<file path="config.mk">
export PLATFORM = sky130hd
export DESIGN_NAME = pipelined_adder_tree
export DESIGN_NICKNAME = d
export VERILOG_FILES = /design/src/rtl/adder_tree_pkg.sv /design/src/rtl/adder_tree_level.sv /design/src/rtl/pipelined_adder_tree.sv
export SDC_FILE = /design/constraint.sdc
export NUM_CORES = 1
export LEC_CHECK = 0
export ABC_AREA = 1
export CORE_MARGIN = 10
export CORE_UTILIZATION = 60
export CTS_BUF_LIST = sky130_fd_sc_hd__clkbuf_8
export DETAILED_ROUTE_END_ITERATION = 7
export PLACE_DENSITY = 0.86
export SYNTH_ARGS = -nofsm -noshare
export SYNTH_HDL_FRONTEND = slang
export SYNTH_SLANG_ARGS = --single-unit
</file>
<file path="constraint.sdc">
create_clock -name clk -period 3.4 [get_ports clk]
set_input_delay 0.51 -clock clk [delete_from_list [all_inputs] [get_ports clk]]
set_output_delay 0.51 -clock clk [all_outputs]
set_load 0.05 [all_outputs]
</file>
<file path="src/rtl/adder_tree_pkg.sv">
// Shared helpers for the pipelined adder tree: level/stage/width arithmetic,
// per-level element counts and the saturation bounds used by the output stage.
package adder_tree_pkg;

    // Number of pairwise reduction levels needed for n operands.
    function automatic int tree_levels(input int n);
        return (n <= 1) ? 0 : $clog2(n);
    endfunction

    // Register stages: a single operand still gets one registered stage.
    function automatic int tree_stages(input int n);
        return (tree_levels(n) == 0) ? 1 : tree_levels(n);
    endfunction

    // Full-precision result width for n operands of dw bits.
    function automatic int tree_sum_width(input int dw, input int n);
        return dw + tree_levels(n);
    endfunction

    // Element count entering level k (level 0 sees all n operands).
    function automatic int level_count(input int n, input int k);
        int c = n;
        for (int i = 0; i < k; i++) begin
            c = (c + 1) / 2;
        end
        return c;
    endfunction

    // Largest value representable in dw bits with the given signedness.
    function automatic longint sat_max(input int dw, input bit is_signed);
        return is_signed ? ((longint'(1) <<< (dw - 1)) - 1) : ((longint'(1) <<< dw) - 1);
    endfunction

    // Smallest value representable in dw bits with the given signedness.
    function automatic longint sat_min(input int dw, input bit is_signed);
        return is_signed ? -(longint'(1) <<< (dw - 1)) : longint'(0);
    endfunction

endpackage

</file>
<file path="src/rtl/adder_tree_level.sv">
// One registered reduction level: extends its inputs to the output width,
// adds neighbouring pairs (an odd last element passes through in the top
// slot), optionally clamps element 0, and registers the result on advance.
// The sat flag rides along with the data so the final stage can report it.
module adder_tree_level
    import adder_tree_pkg::*;
#(
    parameter int N_IN      = 2,
    parameter int IN_WIDTH  = 8,
    parameter int OUT_WIDTH = 9,
    parameter bit SIGNED    = 1'b0,
    parameter bit SAT_EN    = 1'b0,
    parameter int SAT_WIDTH = 8,
    localparam int N_OUT    = (N_IN + 1) / 2
) (
    input  logic                                 clk,
    input  logic                                 rst_n,
    input  logic                                 advance,
    input  logic                                 in_valid,
    input  logic                                 in_sat,
    input  logic [N_IN-1:0][IN_WIDTH-1:0]        in_data,
    output logic                                 out_valid,
    output logic                                 out_sat,
    output logic [N_OUT-1:0][OUT_WIDTH-1:0]      out_data
);

    localparam logic signed [OUT_WIDTH:0] SAT_HI = (OUT_WIDTH + 1)'(sat_max(SAT_WIDTH, SIGNED));
    localparam logic signed [OUT_WIDTH:0] SAT_LO = (OUT_WIDTH + 1)'(sat_min(SAT_WIDTH, SIGNED));

    logic [N_IN-1:0][OUT_WIDTH-1:0]  ext;
    logic [N_OUT-1:0][OUT_WIDTH-1:0] sum;
    logic [N_OUT-1:0][OUT_WIDTH-1:0] next_data;
    logic                            next_sat;
    logic signed [OUT_WIDTH:0]       wide;

    genvar i;

    // Bring every operand up to the working width before any addition.
    for (i = 0; i < N_IN; i++) begin : g_ext
        if (SIGNED) begin : g_sign
            assign ext[i] = OUT_WIDTH'($signed(in_data[i]));
        end else begin : g_zero
            assign ext[i] = OUT_WIDTH'(in_data[i]);
        end
    end

    // Pairwise sums; an unpaired last element is forwarded unchanged.
    for (i = 0; i < N_OUT; i++) begin : g_pair
        if (2 * i + 1 < N_IN) begin : g_add
            assign sum[i] = ext[2*i] + ext[2*i+1];
        end else begin : g_pass
            assign sum[i] = ext[2*i];
        end
    end

    // Optional clamp of element 0 (only enabled on the single-element final level).
    always_comb begin
        next_data = sum;
        next_sat  = in_sat;
        wide      = SIGNED ? {sum[0][OUT_WIDTH-1], sum[0]} : {1'b0, sum[0]};
        if (SAT_EN) begin
            next_sat = 1'b0;
            if (wide > SAT_HI) begin
                next_data[0] = SAT_HI[OUT_WIDTH-1:0];
                next_sat     = 1'b1;
            end else if (wide < SAT_LO) begin
                next_data[0] = SAT_LO[OUT_WIDTH-1:0];
                next_sat     = 1'b1;
            end
        end
    end

    // Level register: loads only when the whole pipe advances.
    always_ff @(posedge clk or negedge rst_n) begin
        if (!rst_n) begin
            out_valid <= 1'b0;
            out_sat   <= 1'b0;
            out_data  <= '0;
        end else if (advance) begin
            out_valid <= in_valid;
            out_sat   <= next_sat;
            out_data  <= next_data;
        end
    end

endmodule

</file>
<file path="src/rtl/pipelined_adder_tree.sv">
// Pipelined reduction tree summing NUM_INPUTS operands at full precision,
// one registered level per tree level, with a global-stall valid/ready
// handshake. Define ADDER_TREE_SAT_EN to clamp the result to the operand
// range inside the last register stage and report it on out_sat.
module pipelined_adder_tree
    import adder_tree_pkg::*;
#(
    parameter int  NUM_INPUTS = 16,
    parameter int  DATA_WIDTH = 8,
    parameter bit  SIGNED     = 1'b0,
    localparam int LEVELS     = tree_levels(NUM_INPUTS),
    localparam int STAGES     = tree_stages(NUM_INPUTS),
    localparam int SUM_WIDTH  = tree_sum_width(DATA_WIDTH, NUM_INPUTS)
) (
    input  logic                                  clk,
    input  logic                                  rst_n,
    input  logic                                  in_valid,
    output logic                                  in_ready,
    input  logic [NUM_INPUTS-1:0][DATA_WIDTH-1:0] inputs,
    output logic                                  out_valid,
    input  logic                                  out_ready,
    output logic [SUM_WIDTH-1:0]                  out_sum,
    output logic                                  out_sat
);

`ifdef ADDER_TREE_SAT_EN
    localparam bit SAT_EN = 1'b1;
`else
    localparam bit SAT_EN = 1'b0;
`endif

    logic advance;

    // Global stall: the pipe moves unless a result is waiting on the consumer.
    assign advance  = out_ready || !out_valid;
    assign in_ready = advance;

    genvar k;
    for (k = 0; k < STAGES; k++) begin : g_level
        localparam int N_IN  = level_count(NUM_INPUTS, k);
        localparam int N_OUT = (N_IN + 1) / 2;
        localparam int IN_W  = (k == 0) ? DATA_WIDTH : SUM_WIDTH;

        logic [N_IN-1:0][IN_W-1:0]       in_data;
        logic                            in_valid_k;
        logic                            in_sat_k;
        logic [N_OUT-1:0][SUM_WIDTH-1:0] data;
        logic                            valid;
        logic                            sat;

        if (k == 0) begin : g_first
            assign in_data    = inputs;
            assign in_valid_k = in_valid;
            assign in_sat_k   = 1'b0;
        end else begin : g_next
            assign in_data    = g_level[k-1].data;
            assign in_valid_k = g_level[k-1].valid;
            assign in_sat_k   = g_level[k-1].sat;
        end

        adder_tree_level #(
            .N_IN      (N_IN),
            .IN_WIDTH  (IN_W),
            .OUT_WIDTH (SUM_WIDTH),
            .SIGNED    (SIGNED),
            .SAT_EN    (SAT_EN && (k == STAGES - 1)),
            .SAT_WIDTH (DATA_WIDTH)
        ) u_level (
            .clk       (clk),
            .rst_n     (rst_n),
            .advance   (advance),
            .in_valid  (in_valid_k),
            .in_sat    (in_sat_k),
            .in_data   (in_data),
            .out_valid (valid),
            .out_sat   (sat),
            .out_data  (data)
        );
    end

    assign out_valid = g_level[STAGES-1].valid;
    assign out_sum   = g_level[STAGES-1].data[0];
    assign out_sat   = g_level[STAGES-1].sat;

endmodule

</file>
==> results of run 1 <==
-- logic make-up (layout without fill, tap and decap cells) --
logic type / after synthesis / after routing / share of synthesized area, %
AOI/OAI and AO/OA: 193 / 193 / 9.970
xor gates and xnor gates: 23 / 23 / 1.837
adders and majority gates: 146 / 146 / 17.68
buffers and inverters: 159 / 307 / 5.829
DFF: 150 / 150 / 34.22
other: 1 / 1 / 0.03419
and+or+nand+nor: 799 / 799 / 30.42
-- layout make-up --
| cell class | instances | share of cell area, % |
|---|---|---|
| timing repair buffer | 149 | 11.65 |
| tap | 229 | 2.200 |
| inverter | 126 | 3.651 |
| clock buffer | 17 | 1.797 |
| clock inverter | 15 | 1.393 |
| multi-input combinational | 1162 | 50.49 |
| sequential | 150 | 28.82 |
-- flip-flops by register name (all words and copies together), names as in the netlist --
signal                     flops
g_level.u_level.out_valid      4
g_level.u_level.out_data     146
-- through the flow --
step                      area, um2  hold slack, ns  cells
final                         13020         0.05272   1848
after global routing          13020          0.1154   1848
after CTS                     13020         0.09465   1848
after detailed placement      12610          0.4526   1816
after global placement        12610          0.4330   1816
after floorplan               10970          0.2144   1471
-- worst paths after layout --
kind / from / endpoint / cells after the start
worst max register to register: g_level[1].u_level.out_data[24] / g_level[2].u_level.out_data[20] / 11
worst min-delay path: rst_n / g_level[2].u_level.out_data[7] / 1
max in group asynchronous: rst_n / g_level[0].u_level.out_data[18] / 2
worst max-delay path: g_level[3].u_level.out_valid / out_valid / 1
worst min register to register: g_level[2].u_level.out_valid / g_level[3].u_level.out_valid / 2
min in group clk: g_level[2].u_level.out_valid / g_level[3].u_level.out_valid / 2
-- placed cells by master, fill, tap and decap left out, types with 8 or more instances in the layout --
cell	Yosys	final
dfrtp_1	150	150
nand4_1	9	9
ha_1	131	131
o21a_1	12	12
xnor2_1	22	22
or2_2	18	18
nand3b_1	25	25
a211oi_1	8	8
clkbuf_8	0	17
clkdlybuf4s50_1	0	143
inv_1	125	125
o21ai_0	53	53
o21bai_1	10	10
fa_1	15	15
nand2_1	534	534
nand3_1	135	135
nor2_1	77	77
a21oi_1	82	82
a31oi_1	12	12
-- power by group through the flow --
stage | clock network (mW) | logic (mW) | registers (mW)
after floorplan | 0 | 4.95 | 3.29
after global placement | 0 | 6.42 | 3.20
after detailed placement | 0 | 6.66 | 3.22
after CTS | 1.45 | 6.75 | 3.20
after global routing | 1.53 | 7.77 | 3.30
final | 1.43 | 6.77 | 3.21
-- per-layer routing --
metal	vias up	routed length, um
met5	-	0
met2	241	12320
met4	0	282
met1	4654	11490
li1	5122	-
met3	21	1352
==> summary.md, run 1 <==
| Metric | Value |
|---|---|
| Post-CTS Hold Buffers | 0 |
| Filler cell count in the final layout | 1362 |
| RD Place Congestion | 0.9177 |
| Die width | 155.2 um |
| Worst Tran Pin Value | 0.7326 ns |
| M2 GR Usage | 35.32% |
| Post-synth top area share | 34.22% |
| Commonest cells post-synth | nand2_1 (534), dfrtp_1 (150), nand3_1 (135) |
| Ys async rst share | 100.0% |
| DP Wirelength | 19.27 mm |
| Synth area leader | dfrtp_1 |
| Vias per cell | 5.432 |
| Antenna-violating nets left | 0 |
| CP peak stage delay | 0.82 ns |
| Pre-CTS WS | 1.111 ns |
| CTS resizes | 0 |
| Grt met1 use | 27.78% |
| Top cells by area, synth | dfrtp_1 (34%), nand2_1 (18%), ha_1 (15%), nand3_1 (6.2%), inv_1 (4.3%) |
| CP Data Required Time | 2.89 ns |
| Max-Cap Viols | 0 |
| Most common cell in the netlist | nand2_1 |
| CP Launch Type | register |
| Initial antenna violation count | 0 |
| Worst rel slew slack | 51.16% |
| Avg Inst Size Synth | 7.456 um2 |
| F_max | approximately 0.46 GHz |
| Clock tree from TritonCTS | done |
| Register area | roughly 3800 um2 |
| Initial DRC Count | 780 |
| Clock network fraction of design power | 12.5% |
| # setup viols final | 0 |
| Routed wire length | 25.45 mm |
| Multi-input logic area | 6575 um2 |
| Skew-Pair Late Insertion Delay | between 0.4 and 0.5 ns |
| Largest net degree at the start of global routing | 169 |
| Final net count | 1884 |
| Final Max Slew Viols | 0 |
| Fin crit period | 2.168 ns |
| Post-synthesis instance area | 10970 um2 |
| Clock sinks | 150 |
| Maximum clock path buffer count | 2 |
| Area Overhead vs Synth | 18.74% |
| DRC viols | 0 |
| Ys Warns | 0 |
| Core ar. | 17960 um2 |
| Internal | 6.031 mW |
| Yosys reg bits | 150 |
| Root Driver | clkbuf_8 |
| Critical path type | register to primary output |
| Pleak | approximately 6.6 nW |
| Post-Syn Instances | 1471 |
| ANT cells | 0 |
| Vias | 10038 |
| Post-synth EDFFs | 0 |
| Max Fanout on Critical Path | 2 |
| Pre-antenna DRT Iters | 5 |
| Num ports | ~150 |
| R2R Setup Slk | 1.51 ns |
| Die area | 24090 um2 |
| FP Rows | 49 |
| First-pass GRT wire length | roughly 44 mm |
| Drt wl/cell | 13.77 um |
| Clk_skew | approximately 0.014 ns |
| Switch share | 47.14% |
| Period utilization | between 60% and 70% |
| Combinational Power Share | 59.4% |
| Worst hold path type | input port to asynchronous set/reset pin |
| GRT Residual Overflow | 0 |
| Num CTS Buffers | 17 |
| Crit path buf inv count | 1 |
| Final Util | 72.50% |
| CTS H-tree depth | 4 |
| Seq pwr share | between 20 and 30% |
| Initial Utilization | approximately three fifths |
| Pwr/cell area | 876.0 nW/um2 |
| Vias in the first global route | just under 10000 |
| PnR Total Power | 11.41 mW |
| Sequential share of the synthesized area | 34.22% |
| Met3 usage | 5.073% |
| Critical path's top delay family | buffers and inverters |
| CP Capture Type | primary output |
| Die Y-Extent | 155.2 um |
| Post-synth top flop | dfrtp_1 |
| Unique cell type count in the Yosys netlist | 28 |
| RSZ-0062 raised after global routing | no |
| GR peak layer | met2 |
| Status | finished, final reports clean |
| Fin. Hold Viols | 0 |
| GRT Util Overall | 21.39% |
| Clock Pin Slew Worst Setup and Hold Paths | 0.08 ns |
| CP Data Arrival Time | 1.66 ns |
| Critical Path Slowest Stage Cell | clkdlybuf4s50_1 |
| Share of layout cells above drive strength 1 | approximately 4.2% |
| Maximum VDD drop | slightly above 0.8 mV |
| Post-CTS setup buffers | 0 |
| Crit-path cells | clkdlybuf4s50_1 |
| Syn nets | 1749 |
| Net switching power | approximately 5.4 mW |
| Setup TNS | 0 ns |
| PnR worst setup slack | 1.232 ns |
| # port buffers | between 100 and 150 |
Power figures use the tool's default switching activity.
==> inputs of run 2 (changes only) <==
Settings changed: CORE_UTILIZATION 60 to 58, PLACE_DENSITY 0.86 to 0.84.
Clock period 3.4 ns to 2.2 ns, I/O delays scaled along.
==> run 2 against run 1 <==
  * Global-route usage decreased by 0.60 points
  * Routed wire length shrank 2.0%
  * Final cell count up 0.76%
  * Clock skew is 0.0029 ns higher
  * Combinational power grew 55%
  * Worst hold slack improved by 0.33 ns
  * Design area up 0.99%
==> summary.md, run 2 (synthesized netlist as in run 1, its figures left out) <==
| Metric | Value |
|---|---|
| Share of layout cells above drive strength 1 | 4.668% (+0.47 points) |
| Fin. Hold Viols | 0 (unchanged) |
| Drt wl/cell | 13.39 um (-2.8%) |
| F_max | 0.4964 GHz |
| CP Capture Type | primary output |
| CP Data Required Time | 1.87 ns (-1.02 ns) |
| First-pass GRT wire length | 43.19 mm (-2.3%) |
| Critical path's top delay family | buffers and inverters |
| Final Util | 70.55% (-2.0 points) |
| CP Launch Type | register |
| Critical Path Slowest Stage Cell | clkdlybuf4s50_1 |
| Final Max Slew Viols | 0 (unchanged) |
| Clock sinks | 150 (unchanged) |
| CTS resizes | 0 (unchanged) |
| Clk_skew | 0.01690 ns (+0.002926 ns) |
| Fin crit period | ~2 ns |
| CP Data Arrival Time | 1.68 ns (+0.02 ns) |
| Dpl cell area | 12740 um2 (+1.1%) |
| Area Overhead vs Synth | 19.92% |
| Routed wire length | 24.93 mm (-2.0%) |
| Top flop regs | g_level.u_level.out_data (146), g_level.u_level.out_valid (4) |
| Num CTS Buffers | 17 (unchanged) |
| Filler cell count in the final layout | 1560 (+15%) |
| Status | finished, final reports clean |
| Vias | 9941 (-0.97%) |
| Inst Count DP | 1830 (+0.77%) |
| Setup TNS | 0 ns (unchanged) |
| Met1 WL | 11.92 mm (+3.7%) |
| DP Wirelength | 19.74 mm (+2.4%) |
| Antenna-violating nets left | 0 (unchanged) |
| Most common cell after layout, fill and taps aside | nand2_1 |
| Vias in the first global route | 9599 (-1.7%) |
| Worst Tran Pin Value | 0.5052 ns (-0.2274 ns) |
| Initial DRC Count | 419 (-46%) |
| Met2 Wirelength | 11.58 mm (-6.1%) |
| DRC viols | 0 (unchanged) |
| Crit-path cells | clkdlybuf4s50_1 |
| # port buffers | 145 (unchanged) |
| Most frequent cells in the layout | nand2_1 (534), dfrtp_1 (150), clkdlybuf4s50_1 (143) |
| Period utilization | 91.56% |
| Worst rel slew slack | 66.21% (+15 points) |
| # setup viols final | 0 (unchanged) |
| CTS H-tree depth | 4 (unchanged) |
| Vias per cell | 5.339 (-1.7%) |
| Routed wl met3 | 1.152 mm (-15%) |
| Largest register FFs | 146 (unchanged) |
| RSZ-0062 raised after global routing | no |
| Root Driver | clkbuf_8 |
| Die Y-Extent | 157.5 um (+1.5%) |
| FP Rows | 50 (+2.0%) |
| Pwr/cell area | 1341 nW/um2 (+53%) |
| Pleak | 6.678 nW (+1.1%) |
| Pre-antenna DRT Iters | 5 (unchanged) |
| CP peak stage delay | 0.83 ns (about the same) |
| Skew-Pair Late Insertion Delay | 0.46 ns (about the same) |
| ANT cells | 0 (unchanged) |
| Core ar. | 18640 um2 (+3.8%) |
| Most flops, register | g_level.u_level.out_data |
| GRT Residual Overflow | 0 (unchanged) |
| Worst hold path type | input port to asynchronous set/reset pin |
| Die area | 24810 um2 (+3.0%) |
| Final Instance Area | 13150 um2 (+0.99%) |
| Hold WS | 0.3863 ns (+0.3336 ns) |
| Maximum clock path buffer count | 2 (unchanged) |
| Max-Cap Viols | 0 (unchanged) |
| RD Place Congestion | 0.9007 (-1.9%) |
| Num ports | 147 (unchanged) |
| Clock tree from TritonCTS | done |
| Max Fanout on Critical Path | 2 (unchanged) |
| Largest net degree at the start of global routing | 67 (-60%) |
| Initial Utilization | 58.83% (-2.2 points) |
| Top sig layer | met4 |
| Die width | 157.5 um (+1.5%) |
| Initial antenna violation count | 0 (unchanged) |
| GRT Util Overall | 20.79% (-0.60 points) |
| Maximum VDD drop | 0.5474 mV (-33%) |
| Critical path type | register to primary output |
| Non-Filler Instances | 1862 (+0.76%) |
| Clock Pin Slew Worst Setup and Hold Paths | 0.09 ns (about the same) |
| Crit path buf inv count | 1 (unchanged) |
| Final net count | 1894 (+0.53%) |
==> run 2: per-layer routing <==
layer	up-vias	GRT usage [%]
met5	-	0
met4	0	4.675
met3	23	4.476
met2	188	33.56
met1	4601	27.97
li1	5129	-
==> run 2: cell type report <==
type | instances | area (um2) | share of cell area, %
multi-input combinational | 1162 | 6575 | 49.99
sequential | 150 | 3754 | 28.54
timing repair buffer | 159 | 1658 | 12.60
inverter | 126 | 475.5 | 3.615
tap | 234 | 292.8 | 2.226
clock buffer | 17 | 234.0 | 1.779
clock inverter | 14 | 163.9 | 1.246
==> run 2: per-stage QoR <==
stage,power (mW),setup slack [ns]
5_1_grt,19.59,0.1314
6_report,17.64,0.1856
3_5_place_dp,15.44,0.02753
3_3_place_gp,15.04,0.1386
4_1_cts,17.71,0.1635
2_1_floorplan,12.74,0.5288
==> run 2: final timing paths <==
path	cells after the start	end	slack (ns)	start
worst max register to register	11	g_level[2].u_level.out_data[20]	0.36	g_level[1].u_level.out_data[24]
min in group clk	3	g_level[0].u_level.out_valid	0.39	in_valid
worst min register to register	2	g_level[3].u_level.out_valid	0.46	g_level[2].u_level.out_valid
worst max-delay path	1	out_valid	0.19	g_level[3].u_level.out_valid
max in group asynchronous	3	g_level[0].u_level.out_data[17]	1.13	rst_n
worst min-delay path	2	g_level[3].u_level.out_data[11]	0.39	rst_n
==> run 2: timing repair <==
action	4_1_cts	5_1_grt
setup buffers	0	0
endpoints found under the hold margin	46	0
hold buffers	1	0
==> run 2: power by group <==
part	internal, mW	leakage [nW]	switching [mW]
combinational	4.22	4.70	6.28
sequential	4.06	1.78	0.888
clock	1.04	0.199	1.15
==> inputs of run 3 (changes only) <==
Settings changed: CORE_MARGIN 10 to 3.
==> run 3 against run 2 <==
  * Total power about the same
  * Flip-flop and latch count unchanged
  * Utilization increased by 1.3 points
  * Maximum frequency increased by 2.2%
  * Critical endpoint unchanged
==> summary.md, run 3 (synthesized netlist as in run 1, its figures left out) <==
| Metric | Value |
|---|---|
| Status | finished, final reports clean |
| Num CTS Buffers | 17 (unchanged) |
| FP Rows | 49 (-2.0%) |
| CP Data Required Time | 1.87 ns (about the same) |
| Final net count | 1894 (unchanged) |
| Area Overhead vs Synth | 19.67% |
| CTS H-tree depth | 4 (unchanged) |
| Largest net degree at the start of global routing | 147 (+120%) |
| Grt met1 use | 34.11% (+6.1 points) |
| Critical path's top delay family | buffers and inverters |
| Final Util | 71.84% (+1.3 points) |
| Core ar. | 18270 um2 (-2.0%) |
| Initial antenna violation count | 0 (unchanged) |
| Max Fanout on Critical Path | 2 (unchanged) |
| Num ports | 147 (unchanged) |
| Die area | 20600 um2 (-17%) |
| Clock sinks | 150 (unchanged) |
| Clk_skew | 0.004762 ns (-0.01214 ns) |
| Crit-path cells | clkdlybuf4s50_1 |
| ANT cells | 0 (unchanged) |
| Crit path buf inv count | 1 (unchanged) |
| RSZ-0062 raised after global routing | no |
| Clock Pin Slew Worst Setup and Hold Paths | 0.08 ns (about the same) |
| Largest register FFs | 146 (unchanged) |
| CP peak stage delay | 0.84 ns (about the same) |
| Die width | 143.5 um (-8.9%) |
| Skew-Pair Late Insertion Delay | 0.45 ns (about the same) |
| Antenna-violating nets left | 0 (unchanged) |
| Setup crit start | g_level[3].u_level.out_valid |
| Pwr/cell area | 1345 nW/um2 (+0.28%) |
| DRC viols | 0 (unchanged) |
| Worst hold path type | input port to asynchronous set/reset pin |
| Final Max Slew Viols | 0 (unchanged) |
| Clock tree from TritonCTS | done |
| Drt wl/cell | 13.24 um (-1.1%) |
| Worst Tran Pin Value | 0.5991 ns (+0.09387 ns) |
| Filler cell count in the final layout | 1433 (-8.1%) |
| Routed wire length | 24.59 mm (-1.4%) |
| Fin crit period | 1.971 ns (-0.04336 ns) |
| Hold WS | 0.3884 ns (+0.002121 ns) |
| RD Place Congestion | 0.8509 (-5.5%) |
| Share of layout cells above drive strength 1 | 4.665% (about the same) |
| # setup viols final | 0 (unchanged) |
| Root Driver | clkbuf_8 |
| Top flop regs | g_level.u_level.out_data (146), g_level.u_level.out_valid (4) |
| GRT Residual Overflow | 0 (unchanged) |
| Initial Utilization | 60.03% (+1.2 points) |
| DP Wirelength | 18.95 mm (-4.0%) |
| # port buffers | 145 (unchanged) |
| GR peak layer | met2 |
| Setup TNS | 0 ns (unchanged) |
| Launching point of the worst reg2reg path | g_level[1].u_level.out_data[24] |
| Vias per cell | 5.353 (+0.26%) |
| M2 GR Usage | 40.56% (+7.0 points) |
| Pre-antenna DRT Iters | 5 (unchanged) |
| Die Y-Extent | 143.5 um (-8.9%) |
| Maximum clock path buffer count | 2 (unchanged) |
| First-pass GRT wire length | 42.02 mm (-2.7%) |
| Vias | 9945 (+0.040%) |
| Pleak | 6.682 nW (about the same) |
| Vias in the first global route | 9374 (-2.3%) |
| Most frequent cells in the layout | nand2_1 (534), dfrtp_1 (150), clkdlybuf4s50_1 (143) |
| Met3 usage | 4.493% (+0.017 points) |
| CP Capture Type | primary output |
| F_max | 0.5074 GHz (+2.2%) |
| Fin. Hold Viols | 0 (unchanged) |
| Most flops, register | g_level.u_level.out_data |
| Most common cell after layout, fill and taps aside | nand2_1 |
| Max-Cap Viols | 0 (unchanged) |
| CP Launch Type | register |
| Critical path type | register to primary output |
| Critical Path Slowest Stage Cell | clkdlybuf4s50_1 |
| Initial DRC Count | 550 (+31%) |
| Worst rel slew slack | 60.06% (-6.2 points) |
| CTS resizes | 0 (unchanged) |
| GRT Util Overall | 24.53% (+3.7 points) |
| Maximum VDD drop | 0.5884 mV (+7.5%) |
| Period utilization | 89.59% (-2.0 points) |
| CP Data Arrival Time | 1.64 ns (-0.04 ns) |
[run 3: changes by cell type in the layout (fill, tap and decap cells not counted), sizes merged]
| cell | delta |
|---|---|
| clkinvlp | -1 |
| clkbuf | +3 |
| inv | -6 |
| clkinv | +5 |
[run 3: report_power, final]
part	internal, mW	leakage (nW)	switching, mW	total (mW)
clock	1.10	0.210	1.05	2.14
sequential	4.07	1.78	0.908	4.97
combinational	4.21	4.69	6.33	10.5
total	9.37	6.68	8.28	17.6
[run 3: worst paths after layout]
check                                                  endpoint  slack [ns]  cells past startpoint
worst max-delay path                                  out_valid        0.23                      1
worst min-delay path             g_level[3].u_level.out_data[8]        0.39                      2
worst max register to register  g_level[2].u_level.out_data[20]        0.34                     11
worst min register to register     g_level[3].u_level.out_valid        0.47                      2
max in group asynchronous       g_level[0].u_level.out_data[36]        1.18                      3
min in group clk                   g_level[0].u_level.out_valid        0.41                      3
[run 3: what timing repair did]
item	in CTS	in global routing
hold buffers	1	0
buffers inserted	0	0
endpoints found under the setup margin	0	0
hold endpoints to repair	45	0
[run 3: metrics by stage]
stage | cells | total power [mW] | setup slack [ns] | cell area (um2)
floorplan | 1471 | 12.74 | 0.5288 | 10970
global placement | 1825 | 15.08 | 0.1497 | 12710
detailed placement | 1825 | 15.41 | 0.08497 | 12710
CTS | 1858 | 17.67 | 0.2079 | 13130
global route | 1858 | 19.53 | 0.1487 | 13130
finish | 1858 | 17.65 | 0.2290 | 13130
[run 3: layout make-up]
| class | instances | area [um2] | share of cell area, % |
|---|---|---|---|
| clock buffer | 20 | 275.3 | 2.097 |
| clock inverter | 12 | 126.4 | 0.9628 |
| inverter | 126 | 475.5 | 3.622 |
| multi-input combinational | 1162 | 6575 | 50.10 |
| sequential | 150 | 3754 | 28.60 |
| tap | 229 | 286.5 | 2.183 |
| timing repair buffer | 159 | 1633 | 12.44 |
[run 3: routing by layer]
| metal | vias up | share of wire (%) | wire (um) |
|---|---|---|---|
| li1 | 5146 | - | - |
| met1 | 4568 | 47 | 11540 |
| met2 | 200 | 48 | 11770 |
| met3 | 31 | 4.0 | 983 |
| met4 | 0 | 1.2 | 306 |
| met5 | - | 0 | 0 |
[run 3: worst reg2reg max path, delay by kind of cell, from the launching register on]
| family | cells | cell delay [ns] |
|---|---|---|
| buf+inv | 2 | 0.16 |
| flops | 1 | 0.37 |
| fa+ha+maj | 2 | 0.56 |
| simple gates | 6 | 0.45 |
| compound gates | 1 | 0.21 |
